<file path="src/rtl/ex_muldiv.sv">
// Iterative 32-cycle MULT/MULTU/DIV/DIVU unit with architectural HI/LO registers.
// Operands are sign-stripped on entry, iterated unsigned, then sign-corrected on exit.
module ex_muldiv #(
    parameter int unsigned XLEN = 32
) (
    input  logic            clk,
    input  logic            rst,
    input  logic            start,
    input  logic [1:0]      op,
    input  logic [XLEN-1:0] rs_in,
    input  logic [XLEN-1:0] rt_in,
    input  logic            hilo_access,
    input  logic            wr_hi,
    input  logic            wr_lo,
    input  logic [XLEN-1:0] wr_data,
    output logic [XLEN-1:0] hi_out,
    output logic [XLEN-1:0] lo_out,
    output logic            busy,
    output logic            stall,
    output logic            done,
    output logic            div_by_zero
);

    localparam int unsigned CntW = $clog2(XLEN);
    localparam logic [CntW-1:0] LastIter = CntW'(XLEN - 1);

    typedef enum logic [1:0] {StIdle, StRun, StSign} state_e;

    state_e              state_q;
    logic [1:0]          op_q;
    logic [XLEN-1:0]     a_q;
    logic [2*XLEN-1:0]   acc_q;
    logic                neg_q;
    logic                rem_neg_q;
    logic                dbz_q;
    logic [XLEN-1:0]     rs_raw_q;
    logic [CntW-1:0]     cnt_q;
    logic [XLEN-1:0]     hi_q;
    logic [XLEN-1:0]     lo_q;
    logic                busy_q;
    logic                done_q;
    logic                div_by_zero_q;

    logic                rs_neg;
    logic                rt_neg;
    logic [XLEN-1:0]     rs_mag;
    logic [XLEN-1:0]     rt_mag;
    logic [XLEN:0]       mul_sum;
    logic [2*XLEN-1:0]   mul_next;
    logic [XLEN:0]       div_shift;
    logic [XLEN:0]       div_diff;
    logic [2*XLEN-1:0]   div_next;
    logic [2*XLEN-1:0]   prod_res;
    logic [XLEN-1:0]     quot_res;
    logic [XLEN-1:0]     rem_res;

    always_comb begin
        rs_neg = op[0] & rs_in[XLEN-1];
        rt_neg = op[0] & rt_in[XLEN-1];
        rs_mag = rs_neg ? -rs_in : rs_in;
        rt_mag = rt_neg ? -rt_in : rt_in;

        // Multiply: acc = {partial product, remaining multiplier bits}, shifted right each step.
        mul_sum  = {1'b0, acc_q[2*XLEN-1:XLEN]} + (acc_q[0] ? {1'b0, a_q} : '0);
        mul_next = {mul_sum, acc_q[XLEN-1:1]};

        // Divide: acc = {remainder, dividend/quotient}; a borrow in the top bit means restore.
        div_shift = acc_q[2*XLEN-1:XLEN-1];
        div_diff  = div_shift - {1'b0, a_q};
        div_next  = div_diff[XLEN] ? {div_shift[XLEN-1:0], acc_q[XLEN-2:0], 1'b0}
                                   : {div_diff[XLEN-1:0], acc_q[XLEN-2:0], 1'b1};

        prod_res = (neg_q & op_q[0]) ? -acc_q : acc_q;
        quot_res = neg_q ? -acc_q[XLEN-1:0] : acc_q[XLEN-1:0];
        rem_res  = rem_neg_q ? -acc_q[2*XLEN-1:XLEN] : acc_q[2*XLEN-1:XLEN];
    end

    always_ff @(posedge clk) begin
        if (rst) begin
            state_q       <= StIdle;
            op_q          <= '0;
            a_q           <= '0;
            acc_q         <= '0;
            neg_q         <= 1'b0;
            rem_neg_q     <= 1'b0;
            dbz_q         <= 1'b0;
            rs_raw_q      <= '0;
            cnt_q         <= '0;
            hi_q          <= '0;
            lo_q          <= '0;
            busy_q        <= 1'b0;
            done_q        <= 1'b0;
            div_by_zero_q <= 1'b0;
        end else begin
            done_q <= 1'b0;
            unique case (state_q)
                StIdle: begin
                    if (start) begin
                        op_q          <= op;
                        a_q           <= op[1] ? rt_mag : rs_mag;
                        acc_q         <= {{XLEN{1'b0}}, (op[1] ? rs_mag : rt_mag)};
                        neg_q         <= rs_neg ^ rt_neg;
                        rem_neg_q     <= rs_neg;
                        dbz_q         <= (rt_in == '0);
                        rs_raw_q      <= rs_in;
                        cnt_q         <= '0;
                        div_by_zero_q <= 1'b0;
                        busy_q        <= 1'b1;
                        state_q       <= StRun;
                    end else begin
                        if (wr_hi) hi_q <= wr_data;
                        if (wr_lo) lo_q <= wr_data;
                    end
                end
                StRun: begin
                    acc_q <= op_q[1] ? div_next : mul_next;
                    cnt_q <= cnt_q + CntW'(1);
                    if (cnt_q == LastIter) state_q <= StSign;
                end
                StSign: begin
                    if (!op_q[1]) begin
                        hi_q <= prod_res[2*XLEN-1:XLEN];
                        lo_q <= prod_res[XLEN-1:0];
                    end else if (dbz_q) begin
                        hi_q          <= rs_raw_q;
                        lo_q          <= '1;
                        div_by_zero_q <= 1'b1;
                    end else begin
                        hi_q <= rem_res;
                        lo_q <= quot_res;
                    end
                    done_q  <= 1'b1;
                    busy_q  <= 1'b0;
                    state_q <= StIdle;
                end
                default: state_q <= StIdle;
            endcase
        end
    end

    assign hi_out      = hi_q;
    assign lo_out      = lo_q;
    assign busy        = busy_q;
    assign done        = done_q;
    assign div_by_zero = div_by_zero_q;
    assign stall       = busy_q & (start | hilo_access);

endmodule

</file>
<file path="config.mk">
export PLATFORM = sky130hd
export DESIGN_NAME = ex_muldiv
export DESIGN_NICKNAME = d
export VERILOG_FILES = /design/src/rtl/ex_muldiv.sv
export SDC_FILE = /design/constraint.sdc
export NUM_CORES = 1
export LEC_CHECK = 0
export BUFFER_PORTS_ARGS = -buffer_cell sky130_fd_sc_hd__clkbuf_2
export CAP_MARGIN = 20
export CORE_ASPECT_RATIO = 1.75
export CORE_MARGIN = 2
export CORE_UTILIZATION = 55
export CTS_CLUSTER_DIAMETER = 80
export DETAILED_ROUTE_END_ITERATION = 10
export PLACE_DENSITY = 0.78
export SETUP_SLACK_MARGIN = 0.5
export SYNTH_ARGS = -nofsm -noshare
export SYNTH_HDL_FRONTEND = slang
export SYNTH_SLANG_ARGS = --single-unit
</file>
<file path="constraint.sdc">
create_clock -name clk -period 3.5 [get_ports clk]
set_input_delay 0.35 -clock clk [delete_from_list [all_inputs] [get_ports clk]]
set_output_delay 0.35 -clock clk [all_outputs]
set_load 0.1 [all_outputs]
</file>
# Word level (Yosys, flattened, before mapping)

Cells that the tools add are included.

Bitwise logic cells: 6
$add $sub $neg: 8
Equality and inequality tests: 10
Multiplexer cells: 34
Reductions and logical operators: 11

Operators by type and width:

| cell                                                | count |
|---|---|
| two-way mux 32 bit                                  | 15 |
| two-way mux 64 bit                                  | 4 |
| negator 32 bit                                      | 4 |
| case mux 32 bit (2 select lines)                    | 2 |
| case mux 64 bit (2 select lines)                    | 1 |
| negator 64 bit                                      | 1 |
| adder 32 x 32 -> 33 bit                             | 1 |
| subtractor 33 x 32 -> 33 bit                        | 1 |
| logical NOT 32 bit                                  | 1 |
| != test 2 bit, second input constant                | 7 |
| case mux 5 bit (2 select lines)                     | 1 |
| AND reduction 2 bit                                 | 4 |
| AND reduction 3 bit                                 | 2 |
| adder 5 x 1 -> 5 bit, second input constant         | 1 |
| equality test 5 bit, second input constant          | 1 |
| two-way mux 1 bit                                   | 5 |
| two-way mux 5 bit                                   | 1 |
| AND 1 bit                                           | 4 |
| two-way mux 2 bit                                   | 2 |
| case mux 1 bit (2 select lines)                     | 2 |
| case mux 2 bit (2 select lines)                     | 1 |
| AND reduction 4 bit                                 | 1 |
| nonzero test 2 bit                                  | 2 |
| equality test 2 x 1 -> 1 bit, second input constant | 1 |
| other kinds (4)                                     | 4 |

Word-level logic and storage cells: 83
Input port bits: 104
Output and inout bits: 68
Register bits after elaboration: 207

# Depth between registers and ports, before layout

Gate-level depths: netlist of the first run.

Word-level depth: 5
Mapped depth: 16

# Worst setup path after synthesis of the first run

Ideal clock, no wire load.

Path kind: reg2reg
Start: register acc_q[0]
End: register acc_q[62]
Setup time: 0.129 ns
Period minus slack after synthesis: 3.403 ns
Slack: 0.097 ns
Data required time: 3.371 ns
Data arrival time: 3.274 ns
Cell stages (with the launch flop): 17
Path through: dfxtp_1 -> clkbuf_1 -> inv_1 -> clkbuf_1 -> nor2_1 -> ha_1 -> clkbuf_1 -> a221oi_1 -> o21ai_0 -> a211oi_1 -> nand3_1 -> a41oi_1 -> o21ai_0 -> a311o_1 -> xor2_1 -> a22oi_1 -> o21ai_0

Cells in the longest elaborated chain, start to end: 4

RTL lines:

| item                             | line | text |
|---|---|---|
| start, declared                  | 32   | `logic [2*XLEN-1:0] acc_q;` |
| start signal, assigned           | 101  | `acc_q <= {{XLEN{1'b0}}, (op[1] ? rs_mag : rt_mag)};` |
| start signal, assigned           | 116  | `acc_q <= op_q[1] ? div_next : mul_next;` |
| two-way mux 32 bit               | 64   | `mul_sum = {1'b0, acc_q[2*XLEN-1:XLEN]} + (acc_q[0] ? {1'b0, a_q} : '0);` |
| adder 32 x 32 -> 33 bit          | 64   |  |
| two-way mux 64 bit               | 116  |  |
| case mux 64 bit (2 select lines) | 96   | `unique case (state_q)` |

No other way between the ends.
A chain may end at the register's enable or synchronous reset.

# Worst setup path after layout of the first run

Start: register acc_q[39]
End: register acc_q[59]

Cells in the longest elaborated chain, start to end: 4
Elaborated cells on any way between the ends: 5
Those cells by class: add/sub: 2; mux: 3

RTL lines:

| item                               | line | text |
|---|---|---|
| subtractor 33 x 32 -> 33 bit       | 69   | `div_diff = div_shift - {1'b0, a_q};` |
| two-way mux 64 bit                 | 70   | `div_next = div_diff[XLEN] ? {div_shift[XLEN-1:0], acc_q[XLEN-2:0], 1'b0}` |
| two-way mux 64 bit *               | 116  |  |
| case mux 64 bit (2 select lines) * | 96   |  |

Every way passes the cells marked *; elsewhere a longest branch is shown, timed or not.

==> results of run 1 <==
## per-stage QoR
step | util | hold slack [ps] | setup slack (ps) | power [W]
final | 0.690 | 92.0 | 367 | 0.00832
after global routing | 0.690 | 89.4 | 242 | 0.00854
after CTS | 0.658 | 77.3 | 420 | 0.00791
after detailed placement | 0.610 | 446 | 2.01 | 0.00520
after global placement | 0.610 | 440 | 28.6 | 0.00517
after floorplan | - | 431 | 355 | 0.00439
## state kept, by name (all words and copies together), names as in the netlist
name         flops
hi_out          32
rem_neg_q        1
div_by_zero      1
a_q             32
busy             1
rs_raw_q        32
state_q          2
done             1
acc_q           64
neg_q            1
dbz_q            1
lo_out          32
cnt_q            5
op_q             2
## layout by cell type (no fill, tap or decap), drive strengths merged, types with 49 or more instances in the layout
cell type,instances
clkbuf,200
nor3,49
nand2,267
ha,70
xor2,85
xnor2,129
buf,173
mux2i,62
a211oi,82
dfxtp,207
o21ai,158
a21oi,250
nor2,233
inv,63
## layout make-up
cell class	instances	area, um^2
Inverter	66	260
Fill cell	2533	9350
Clock inverter	12	178
Tap cell	387	484
Multi-Input combinational cell	1859	12700
Timing Repair Buffer	346	2370
Clock buffer	27	609
Antenna cell	3	7.51
Sequential cell	207	4190
## worst paths after layout
check,to,slack [ps],depth (start not counted)
max,acc_q[59],370,12
max reg2reg,acc_q[59],370,12
min reg2reg,lo_out[8],450,2
min,rs_raw_q[7],90,3
## logic make-up (layout without fill, tap and decap cells)
logic type / count (synthesis) / after routing
xor gates and xnor gates: 214 / 214
DFF: 207 / 207
muxes: 66 / 66
adders and majority gates: 72 / 72
buffers and inverters: 262 / 451
other: 0 / 3
AOI/OAI and AO/OA: 774 / 774
and+or+nand+nor: 732 / 733
## power by group
group,internal (W),total [W],switching (W)
Clock,0.00154,0.00262,0.00108
Sequential,0.00251,0.00270,0.000190
Combinational,0.00107,0.00300,0.00194
## metal layers
| layer | track usage | part of all wire | vias to the layer above |
|---|---|---|---|
| met1 | 0.469 | 0.32 | 9133 |
| met2 | 0.728 | 0.45 | 1385 |
| met4 | 0.469 | 0.14 | 0 |
| li1 | - | - | 8727 |
| met3 | 0.103 | 0.099 | 525 |
| met5 | 0.00476 | 0 | - |
## critical path, delay by kind of cell (launching register included)
family          cells  cell delay (ps)
xor+xnor            1              150
buf+inv             1              170
fa+ha+maj           1              360
flops               1              530
simple gates        3              380
compound gates      6             1450
## cells in the mapped netlist (all sizes together), types with 14 or more instances
cell type  instances  area (um^2)
nand2            267         1000
a21oi            250         1250
nor2             233          875
dfxtp            207         4140
clkbuf           168          632
o21ai            158          791
xnor2            129         1130
xor2              85          744
a211oi            82          616
ha                70          876
inv               63          236
mux2i             62          621
nor3              49          245
o211ai            40          300
a21o              34          255
o221ai            31          272
buf               28          140
nand3             28          140
nand2b            25          156
a22oi             23          173
a311oi            20          175
o31ai             20          169
nor2b             18          113
nor4              17          106
and3              16          100
a31oi             14         87.6
o21a              14          105
o41ai             14          149
## repair_timing
action	CTS	global route
gates resized for setup	115	149
pin swaps	31	74
cloned	1	4
buffers inserted	21	43
setup endpoints to repair	58	61
hold buffers	0	0
==> flow_summary.ini, run 1 <==
[timing]
min_period_over_period = 0.895
finalHoldViolCount = 0
tightest_slew_ps = 1060
rsz0062_at_grt = true
timing.fmax_ghz = 0.319
slew_violations = 0
relSlewSlack = 0.289
post-route-min-period_ps = 3130
setup_viol = 0
setup_tns_ps = 0
finalClockSkew_ps = 16.4

[worst_setup_path]
cp.required_ps = 3960
slowest_delay_ps = 530
crit_path_top_delay_cell = dfxtp_1
end_kind = flip-flop
worstSetupPathType = flip-flop to flip-flop
r2r-start = acc_q[39]
cp_data_arrival_time_ps = 3600
crit_start = acc_q[39]
start_kind = flip-flop
worstPathMaxFanout = 6
crit_chain = ha_1, a21oi_1, nor2b_1, a21oi_2, nand2_1, o21ai_1, o21bai_2, a41oi_2, buf_4, xnor2_2, nor3_1, a211oi_2

[cts]
cts.sinks = 207
clockBufferDepth = 3
cts_max_level = 1
cts_tree = yes
root_buffer = clkbuf_16
cts_inserted_buffers = 22
clk_latency_ps = 550
clk_pin_slew_ps = 70

[global_route]
grt_pass1_vias = 18160
grt_max_degree = 136
antenna_found_initial = 3
grt_pass1_wl_mm = 110
grt_use_total = 0.456
grt_overflow_total = 0

[die]
coreArea_um2 = 30200
start_util = 0.560
die_w_um = 137
io_pins = 172
die_height_um = 236
dieArea_um2 = 32200
num_rows = 84

[detailed_routing]
drc = 0
ant_nets = 0
detail_route.iter0.violations = 2194
vias = 19770
wl_mm = 77.8
via_per_inst = 6.80
firstDrtPassIters = 6
wl_per_cell_um = 26.8

[yosys]
yosys.area_share.simple = 0.196
synth_top_family_by_area = compound AO/OA/AOI/OAI gates
syn_area_um2 = 16900
synth-seq-cells = 207
yosysUniqueCellTypes = 80
synthMuxAreaShare = 0.0394
ys_warn_count = 0
synth_ff_type = dfxtp_1
syn_avg_cell_area_um2 = 7.26
synth_cells = 2327
ys_seq_area_frac = 0.245
synthAdderAreaFrac = 0.0542
async_flop_share = 0
synth_edf_count = 0
syn_nets = 2503
synth_compound_area_frac = 0.294
synthXorXnorAreaFrac = 0.111

[place]
dp_cells = 2795
globalplace.congestion = 1.12
placedInstanceArea_um2 = 18400
port_buffers = 171
hpwl_mm = 57.0

[final_layout]
fin_nets = 2678
area_growth_pct = 23.2
layout-drive-gt1-share = 0.233
fin_area_um2 = 20800
fin_cells = 2907

[power]
p_per_area_nw_per_um2 = 400
ir_worst_vdd_v = 0.000459
power.leakage_nw = 8.50

[min_path]
min_path_type = primary input to flip-flop
min_from = rs_in[7]

[outcome]
status = finished clean

[job]
cap_violations = 0
Power figures use the tool's default switching activity.
==> inputs of run 2 (changes only) <==
--- a/config.mk
+++ b/config.mk
@@ -12,6 +12,7 @@
 export CORE_UTILIZATION = 55
 export CTS_CLUSTER_DIAMETER = 80
 export DETAILED_ROUTE_END_ITERATION = 10
+export GPL_TIMING_DRIVEN = 0
 export PLACE_DENSITY = 0.78
 export SETUP_SLACK_MARGIN = 0.5
 export SYNTH_ARGS = -nofsm -noshare
==> run 2 against run 1 <==
The run now fails in global routing. Synthesized area unchanged. Synthesized cell count unchanged.
==> flow_summary.ini, run 2 <==
[yosys]
synthTopCellsByArea = dfxtp_1, a21oi_1, xnor2_1
synth_commonest_cells = nand2_1, a21oi_1, nor2_1, dfxtp_1, clkbuf_1
synth_cells = 2327
yosysUniqueCellTypes = 80
synth_edf_count = 0
ys_warn_count = 0
synth_top_cell_by_area = dfxtp_1
netlist.area_leader.share = 0.245
syn_area_um2 = 16900
ys_seq_area_frac = 0.245
synth-seq-cells = 207
syn_nets = 2503
synth_ff_type = dfxtp_1
yosysMostFrequentCell = nand2_1
async_flop_share = 0
syn_avg_cell_area_um2 = 7.26

[outcome]
stop_error = [ERROR GRT-0232] Routing congestion too high. Check the congestion heatmap in the GUI.
status = aborted with a tool error
failed_stage = global routing

[place]
placedInstanceArea_um2 = 18300
port_buffers = 169
dp_slack_ps = -886
hpwl_mm = 65.9
globalplace.congestion = 1.06

[cts]
cts_max_level = 1
clockBufferDepth = 3
root_buffer = clkbuf_16
cts_inserted_buffers = 22
cts.sinks = 207

[timing]
grt_worst_setup_endpoint = hi_out[25]$_SDFFE_PP0P_/D
endpoint_type = sequential cell input

[die]
die_w_um = 137
die_height_um = 236
num_rows = 84
start_util = 0.560
io_pins = 172

[global_route]
grt_max_degree = 15
grt_overflow_total = 18
grt_use_total = 0.640
==> run 2: metrics by stage <==
stage / setup TNS, ps / hold WS, ps / std cells
3_5_place_dp: -12070 / 442 / 2883
2_1_floorplan: 0 / 431 / 2327
3_3_place_gp: -11170 / 439 / 2883
4_1_cts: 0 / 66.0 / 2993
==> run 2: repair_timing <==
| action | 4_1_cts |
|---|---|
| setup buffers | 65 |
| gates cloned | 6 |
| gates resized for setup | 274 |
| setup endpoints to repair | 74 |
| hold buffers | 0 |
| pin swaps | 103 |
==> run 2: routing by layer <==
layer / GRT overflow / GRT usage
met5: 0 / 0.0349
met4: 12 / 0.642
met3: 0 / 0.408
met2: 6 / 0.843
met1: 0 / 0.656
==> run 2: cell families after synthesis <==
kind of cell             Yosys count  share of synthesized area
AND/OR/NAND/NOR                  732                      0.196
buffers and inverters            262                     0.0603
AO/OA/AOI/OAI                    774                      0.294
XOR/XNOR                         214                      0.111
flip-flops                       207                      0.245
multiplexers                      66                     0.0394
adder cells (fa/ha/maj)           72                     0.0542
==> inputs of run 3 (changes only) <==
==> config.mk (replaced) <==
export PLATFORM = sky130hd
export DESIGN_NAME = ex_muldiv
export DESIGN_NICKNAME = d
export VERILOG_FILES = /design/src/rtl/ex_muldiv.sv
export SDC_FILE = /design/constraint.sdc
export NUM_CORES = 1
export LEC_CHECK = 0
export BUFFER_PORTS_ARGS = -buffer_cell sky130_fd_sc_hd__clkbuf_2
export CAP_MARGIN = 20
export CORE_MARGIN = 2
export CORE_UTILIZATION = 40
export DETAILED_ROUTE_END_ITERATION = 10
export GPL_TIMING_DRIVEN = 0
export PLACE_DENSITY_LB_ADDON = 0.15
export SYNTH_ARGS = -nofsm -noshare
export SYNTH_HDL_FRONTEND = slang
export SYNTH_SLANG_ARGS = --single-unit
==> constraint.sdc (replaced) <==
create_clock -name clk -period 4.5 [get_ports clk]
set_input_delay 0.45 -clock clk [delete_from_list [all_inputs] [get_ports clk]]
set_output_delay 0.45 -clock clk [all_outputs]
set_load 0.1 [all_outputs]
==> run 3 against run 2 <==
The flow now finishes without violations.
==> flow_summary.ini, run 3 (synthesis gave the netlist of run 1 again) <==
[worst_setup_path]
worstSetupPathType = flip-flop to flip-flop
start_kind = flip-flop
r2r-start = acc_q[0]
cp_data_arrival_time_ps = 4830
cp.required_ps = 4930
crit_start = acc_q[0]
worst_r2r_path_depth = 13
rr_endpoint = hi_out[4]
worstPathMaxFanout = 10
end_kind = flip-flop
rrSetupSlack_ps = 100

[final_layout]
layout-drive-gt1-share = 0.0980
regMostFlops = acc_q
mostFrequentLayoutCells = nand2_1, a21oi_1, nor2_1, dfxtp_1, clkbuf_2
final_common_cell = nand2_1
largest_reg_flops = 64
area_growth_pct = 14.0
nFillCells = 4388
fin_nets = 2698

[timing]
timing.fmax_ghz = 0.227
post-route-min-period_ps = 4400
setup_tns_ps = 0
finalClockSkew_ps = 22.5
slew_violations = 0
finalHoldViolCount = 0
rsz0062_at_grt = false
tightest_slew_ps = 1140
relSlewSlack = 0.242
min_period_over_period = 0.978
setup_viol = 0

[cts]
cts.sinks = 207
cts-hold-fix-buffers = 0
clk_pin_slew_ps = 60
root_buffer = clkbuf_16
clockBufferDepth = 3
cts_tree = yes
clk_latency_ps = 570
cts_max_level = 1
cts_inserted_buffers = 26
post_cts_buffers = 0
post_cts_resized = 3

[global_route]
grt_pass1_wl_mm = 118
grt_pass1_vias = 17761
grt_max_degree = 14
grt_use_total = 0.361
antenna_found_initial = 4
grt_overflow_total = 0

[power]
p_per_area_nw_per_um2 = 321
total_power_w = 0.00619
ir_worst_vdd_v = 0.000256
power.leakage_nw = 7.70

[place]
port_buffers = 169
globalplace.congestion = 1.04
hpwl_mm = 65.9

[min_path]
min_path_type = primary input to flip-flop
min_path_cells = 3
min_from = wr_data[26]
hold_end = lo_out[26]

[die]
dieArea_um2 = 43900
num_rows = 75
die_w_um = 210
die_height_um = 210
coreArea_um2 = 41900
io_pins = 172
start_util = 0.404

[detailed_routing]
wl_per_cell_um = 26.4
via_per_inst = 6.18
wl_mm = 81.3
firstDrtPassIters = 6
detail_route.iter0.violations = 2184
drc = 0
ant_nets = 0
vias = 19051

[outcome]
status = finished clean

[job]
cap_violations = 0
run 3: worst max path at each step:
stage | to | slack (ps)
after CTS | acc_q[59] | 30
final | hi_out[4] | 100
after global routing | acc_q[59] | 10
after global placement | hi_out[4] | -380
after detailed placement | hi_out[4] | -380
after floorplan | acc_q[62] | 1100
run 3: per-layer routing:
layer / vias up / wire [um] / track usage
li1: 8767 / - / -
met5: - / 12 / 0
met3: 167 / 8600 / 0.0723
met4: 2 / 3900 / 0.157
met1: 9109 / 34100 / 0.494
met2: 1006 / 34700 / 0.552
run 3: critical path, stage by stage (launching register included):
cell	delay [ps]
dfxtp_2	440
inv_1	220
clkbuf_2	420
ha_1	300
and4_1	340
nand4_1	470
nor2_1	500
buf_2	360
a21oi_1	130
xor2_1	170
o21ai_0	430
o21ai_1	280
o21ai_0	140
nor2_1	50
run 3: area by class of cell:
cell class | count | area, um^2 | area share
multi-input combinational | 1858 | 11700 | 0.610
sequential | 207 | 4150 | 0.215
timing repair buffer | 169 | 846 | 0.0439
buffer | 194 | 767 | 0.0398
clock buffer | 33 | 697 | 0.0362
tap | 539 | 674 | 0.0350
inverter | 66 | 248 | 0.0129
clock inverter | 13 | 141 | 0.00734
antenna | 2 | 5.00 | 0.000260
run 3: metrics by stage:
step | instances | area (um^2) | util | setup slack (ps) | hold slack (ps)
finish | 3081 | 19300 | 0.460 | 99.6 | 167
global route | 3079 | 19300 | 0.460 | 14.0 | 178
CTS | 3080 | 19300 | 0.460 | 25.3 | 153
detailed placement | 3035 | 18400 | 0.440 | -382 | 444
global placement | 3035 | 18400 | 0.440 | -376 | 443
floorplan | 2327 | 16900 | - | 1100 | 431
run 3: where the power goes:
part	internal [W]	leakage (nW)	switching, W
Combinational	0.000586	5.59	0.00142
Clock	0.00121	0.416	0.000895
Sequential	0.00195	1.70	0.000129
Total	0.00375	7.70	0.00244
